File: config.mk
export PLATFORM = sky130hd
export DESIGN_NAME = serial_flow_adder
export DESIGN_NICKNAME = d
export VERILOG_FILES = /design/src/rtl/serial_flow_pkg.sv /design/src/rtl/serial_flow_bitslice.sv /design/src/rtl/serial_flow_adder.sv
export SDC_FILE = /design/constraint.sdc
export NUM_CORES = 1
export LEC_CHECK = 0
export ABC_AREA = 1
export CORE_AREA = 2 2 39 41
export DETAILED_ROUTE_END_ITERATION = 10
export DIE_AREA = 0 0 41 43
export PLACE_DENSITY = 0.49
export RECOVER_POWER = 100
export SLEW_MARGIN = 20
export SYNTH_ARGS = -nofsm -noshare
export SYNTH_HDL_FRONTEND = slang
export SYNTH_SLANG_ARGS = --single-unit
File: constraint.sdc
create_clock -name clock -period 2.7 [get_ports clock]
set_clock_uncertainty 0.15 [all_clocks]
set_input_delay 0.405 -clock clock [delete_from_list [all_inputs] [get_ports clock]]
set_output_delay 0.405 -clock clock [all_outputs]
set_load 0.01 [all_outputs]
File: src/rtl/serial_flow_pkg.sv
// Shared types and helpers for the serial flow adder.
package serial_flow_pkg;

  // Word framing FSM states
  typedef enum logic {
    IDLE = 1'b0,
    ADD  = 1'b1
  } state_t;

  // Bit-counter width for a word of w bits; never narrower than one bit
  function automatic int cnt_width(input int w);
    return (w <= 2) ? 1 : $clog2(w);
  endfunction

endpackage

File: src/rtl/serial_flow_bitslice.sv
// Bit-serial full adder with carry register and, when SFA_CMP_EN is
// defined, the running magnitude-comparator state.
module serial_flow_bitslice
  import serial_flow_pkg::*;
#(
  parameter bit SIGNED = 1'b0
) (
  input  logic clk,
  input  logic srst,
  input  logic consume,    // a bit is taken this cycle
  input  logic first_bit,  // this bit is bit 0 of a word
  input  logic a,
  input  logic b,
`ifdef SFA_CMP_EN
  input  logic msb,        // this bit is bit W-1 of a word
  output logic gt_next,
  output logic eq_next,
`endif
  output logic sum_bit,
  output logic carry_in,
  output logic carry_out
);

  logic carry_reg;

  // Full adder; carry chain restarts at bit 0 regardless of stored state
  always_comb begin
    carry_in  = first_bit ? 1'b0 : carry_reg;
    sum_bit   = a ^ b ^ carry_in;
    carry_out = (a & b) | (a & carry_in) | (b & carry_in);
  end

  // Carry register advances only on consumed bits
  always_ff @(posedge clk) begin
    if (srst) begin
      carry_reg <= 1'b0;
    end else if (consume) begin
      carry_reg <= carry_out;
    end
  end

`ifdef SFA_CMP_EN
  logic gt_reg;
  logic eq_reg;
  logic gt_base;
  logic eq_base;

  // Comparator: later (more significant) differing bits override earlier ones;
  // for two's complement the sign bit decides the other way round
  always_comb begin
    gt_base = first_bit ? 1'b0 : gt_reg;
    eq_base = first_bit ? 1'b1 : eq_reg;
    gt_next = gt_base;
    eq_next = eq_base;
    if (a != b) begin
      gt_next = (SIGNED && msb) ? b : a;
      eq_next = 1'b0;
    end
  end

  // Running comparator state, advanced on consumed bits
  always_ff @(posedge clk) begin
    if (srst) begin
      gt_reg <= 1'b0;
      eq_reg <= 1'b0;
    end else if (consume) begin
      gt_reg <= gt_next;
      eq_reg <= eq_next;
    end
  end
`endif

endmodule

File: src/rtl/serial_flow_adder.sv
// Serial-flow adder: adds two LSB-first operand streams of W bits, emits the
// serial sum one cycle later, reports per-word overflow and frame errors.
// Optional feature macro: SFA_CMP_EN adds the GT_REG/EQ_REG comparator outputs.
module serial_flow_adder
  import serial_flow_pkg::*;
#(
  parameter int W      = 8,
  parameter bit SIGNED = 1'b0
) (
  input  logic clock,
  input  logic RESET_G,
  input  logic START,
  input  logic LINE1,
  input  logic LINE2,
  output logic OUTP_REG,
  output logic OUT_VALID,
  output logic WORD_DONE,
  output logic OVERFLW_REG,
  output logic FRAME_ERR
`ifdef SFA_CMP_EN
  ,
  output logic GT_REG,
  output logic EQ_REG
`endif
);

  localparam int CW = cnt_width(W);
  localparam logic [CW-1:0] LAST_IDX = CW'(W - 1);

  state_t          state_reg;
  state_t          state_next;
  logic [CW-1:0]   cnt_reg;
  logic [CW-1:0]   cnt_next;
  logic            consume;
  logic            first_bit;
  logic            last_bit;
  logic            abort;
  logic            sum_bit;
  logic            carry_in;
  logic            carry_out;
  logic            ovf_bit;
`ifdef SFA_CMP_EN
  logic            gt_next;
  logic            eq_next;
`endif

  // Next-state logic: frame words on START, count bits, detect aborts
  always_comb begin
    state_next = state_reg;
    cnt_next   = cnt_reg;
    consume    = 1'b0;
    first_bit  = 1'b0;
    last_bit   = 1'b0;
    abort      = 1'b0;
    case (state_reg)
      IDLE: begin
        if (START) begin
          consume    = 1'b1;
          first_bit  = 1'b1;
          state_next = ADD;
          cnt_next   = CW'(1);
        end
      end
      ADD: begin
        consume = 1'b1;
        if (START) begin
          // A fresh START mid-word abandons the current word
          abort      = 1'b1;
          first_bit  = 1'b1;
          cnt_next   = CW'(1);
        end else if (cnt_reg == LAST_IDX) begin
          last_bit   = 1'b1;
          state_next = IDLE;
          cnt_next   = '0;
        end else begin
          cnt_next   = cnt_reg + CW'(1);
        end
      end
      default: begin
        state_next = IDLE;
        cnt_next   = '0;
      end
    endcase
  end

  // FSM state and bit counter
  always_ff @(posedge clock) begin
    if (RESET_G) begin
      state_reg <= IDLE;
      cnt_reg   <= '0;
    end else begin
      state_reg <= state_next;
      cnt_reg   <= cnt_next;
    end
  end

  serial_flow_bitslice #(
    .SIGNED (SIGNED)
  ) u_slice (
    .clk       (clock),
    .srst      (RESET_G),
    .consume   (consume),
    .first_bit (first_bit),
    .a         (LINE1),
    .b         (LINE2),
`ifdef SFA_CMP_EN
    .msb       (last_bit),
    .gt_next   (gt_next),
    .eq_next   (eq_next),
`endif
    .sum_bit   (sum_bit),
    .carry_in  (carry_in),
    .carry_out (carry_out)
  );

  // Overflow of the MSB: carry out, or carry-in xor carry-out for signed
  always_comb begin
    ovf_bit = SIGNED ? (carry_in ^ carry_out) : carry_out;
  end

  // Registered serial outputs and per-word flags
  always_ff @(posedge clock) begin
    if (RESET_G) begin
      OUTP_REG    <= 1'b0;
      OUT_VALID   <= 1'b0;
      WORD_DONE   <= 1'b0;
      OVERFLW_REG <= 1'b0;
      FRAME_ERR   <= 1'b0;
    end else begin
      OUTP_REG  <= consume & sum_bit;
      OUT_VALID <= consume;
      WORD_DONE <= last_bit;
      FRAME_ERR <= abort;
      if (last_bit) begin
        OVERFLW_REG <= ovf_bit;
      end
    end
  end

`ifdef SFA_CMP_EN
  // Comparator result latched only when a word completes
  always_ff @(posedge clock) begin
    if (RESET_G) begin
      GT_REG <= 1'b0;
      EQ_REG <= 1'b0;
    end else if (last_bit) begin
      GT_REG <= gt_next;
      EQ_REG <= eq_next;
    end
  end
`endif

endmodule

==> reports/qor.txt <==
Routed Antenna Nets -> 0
Crit-path slowest cell -> dlygate4sd3_1
setup slack, reg-to-reg -> 1.45 ns
WL/cell -> 9.01 µm
Fin. Hold Viols -> 0
Ports -> 10
CP max FO -> 2
Synth top area share -> 50.2%
largest net degree at the start of global routing -> 7
max-slew violations -> 0
core footprint -> 1380 µm²
Critical Path Sink -> OVERFLW_REG
overall routing resource usage -> 9.81%
power per cell area -> 556 nW/µm²
Cell Area, Synth -> 399 µm²
CP bufs+invs -> 1
Crit path depth -> 1
Net Sw Frac -> 24.9%
largest area contributor in the netlist -> dfxtp_1
yosys warns -> 0
most frequent cells in the layout -> dfxtp_1 (10), nor2_1 (8), nand2_1 (8), inv_1 (6), dlygate4sd3_1 (6)
FILL cells -> 139
Comb power frac -> 10.2%
initial core utilization -> 28.8%
Die Y -> 43 µm
utilization after layout -> 38.1%
Top delay family on crit path -> buffers and inverters
Clock transition at path regs -> 0.07 ns
DR pass1 iterations -> 2
fin cells -> 74
Clock Path Buffers -> 2
die area -> 1760 µm²
IO Port Bufs -> 9
H-tree levels -> 1
worst slew pin tran -> 0.241 ns
Worst Hold Depth -> 2
CTS buffer count -> 3
VDD IR-drop max -> 0.000173 V
Worst Setup SP -> OVERFLW_REG
worst skew pair latency -> 0.27 ns
Clk pwr share -> 35.9%
Seq/Total Area, Yosys -> 50.2%
CTS hold repair buffers -> 0
Seq pwr share -> 53.8%
slew margin rel. -> 83.9%
post-synth cell types -> 14
CP required -> 2.14 ns
CTS resizes -> 0
final setup fails -> 0
vias -> 304
Worst Setup Start Kind -> flip-flop
Worst setup EP type -> output port
syn avg cell area -> 8.68 µm²
critical path class -> reg2out
syn nets -> 54
ranking of synthesized cells by area -> dfxtp_1 (50%), nor2_1 (7.5%), ha_1 (6.3%)
Period Utilization, post-route -> 64.5%
outcome -> finished, final reports clean
Iteration-0 DRC Markers -> 5
die width -> 41 µm
crit path cell chain -> dlygate4sd3_1
placer's final routability congestion estimate -> 0.759
share of cells above drive strength 1 -> 12.1%
DPL Wire Length -> 478 µm
row count -> 14
nets@finish -> 68
ANT cells -> 0
Via density -> 4.11
Clock Sinks -> 10
max_cap viols -> 0
synthesis-stage register bit count -> 10
Post-Route WL -> 667 µm
HP Class -> reg2reg
arrival time at the worst endpoint -> 1.19 ns
antenna violations before repair -> 0
post-route setup TNS -> 0 ns
area grow syn2layout -> 32.0%
reg2reg path depth -> 6
slowest stage delay, CP -> 0.60 ns
post-CTS setup repair buffer count -> 0
minimum clock period -> 1.74 ns
root buffer cell -> clkbuf_4
most common cell after layout, fill and taps aside -> dfxtp_1
NetSw -> 72.9 µW
# DRC -> 0
first-pass GRT wire length -> 1010 µm
Worst R2R Start -> cnt_reg[0]
vias in the first global route -> 253
total grt overflow -> 0
fmax -> 574 MHz
placed cell count -> 71
r2r endpoint -> OVERFLW_REG
Internal -> 220 µW
instance count of the mapped netlist -> 46
number of flip-flops under the largest register name -> 3
RSZ-0062 raised after global routing -> no
CTS tree -> built
static leakage -> 0.000246 µW
-- synth_stat cells --
cell and number:
nor3_1 2, nand3_2 1, a21oi_1 2, fa_1 1, inv_1 5, inv_2 2, ha_1 2, dfxtp_1 10
nand2_1 6, nand3_1 2, nand2_2 2, o21ai_0 1, nor2_1 8, a21oi_2 2
-- tightest hold or removal path, stage by stage, from the launching register on --
cell and delay (ns):
dfxtp_1 0.31, nand2_1 0.06, a21oi_1 0.05
-- how the worst min path moves through the flow --
stage / start / to / slack, ns
2_1_floorplan: cnt_reg[1] / cnt_reg[1] / 0.29
3_3_place_gp: cnt_reg[1] / cnt_reg[1] / 0.30
3_5_place_dp: cnt_reg[1] / cnt_reg[1] / 0.31
4_1_cts: cnt_reg[1] / cnt_reg[1] / 0.32
5_1_grt: cnt_reg[1] / cnt_reg[1] / 0.34
6_report: cnt_reg[1] / cnt_reg[1] / 0.32
-- through the flow --
stage	hold slack (ns)	total power, µW	setup WS, ns	area [µm²]
6_report	0.316	293	0.959	527
5_1_grt	0.339	304	0.936	527
4_1_cts	0.320	299	1.01	532
3_5_place_dp	0.310	194	0.871	509
3_3_place_gp	0.305	195	0.873	509
2_1_floorplan	0.287	177	1.43	399
-- kinds of logic (layout without fill, tap and decap cells) --
logic type | after synthesis | in the layout | share of synthesized area, %
DFF | 10 | 10 | 50.2
and+or+nand+nor | 21 | 21 | 23.8
AOI/OAI and AO/OA | 5 | 5 | 8.15
buffers and inverters | 7 | 19 | 6.58
adders and majority gates | 3 | 3 | 11.3
-- layer usage --
metal | track usage [%] | share of wire, % | vias to the layer above | wire length, µm
met5 | 0 | 0 | - | 0
met4 | 14.0 | 4.9 | 0 | 33
met2 | 10.9 | 36 | 11 | 237
li1 | - | - | 170 | -
met1 | 11.5 | 51 | 119 | 339
met3 | 3.14 | 8.4 | 4 | 56
-- area by class of cell --
cell class / count / area (µm²) / share of cell area (%)
Sequential cell: 10 / 200 / 38.0
Multi-Input combinational cell: 29 / 168 / 31.8
Timing Repair Buffer: 9 / 90.1 / 17.1
Inverter: 7 / 26.3 / 4.99
Clock buffer: 3 / 22.5 / 4.28
Tap cell: 16 / 20.0 / 3.80
-- power by group through the flow --
stage                     clock, µW  sequential, µW  combinational (µW)
after floorplan                   0             162                15.2
after global placement            0             161                33.3
after detailed placement          0             161                32.8
after CTS                       108             158                32.9
after global routing            112             158                34.3
final                           105             158                29.9
No activity file was read; power rests on OpenSTA's default activity.
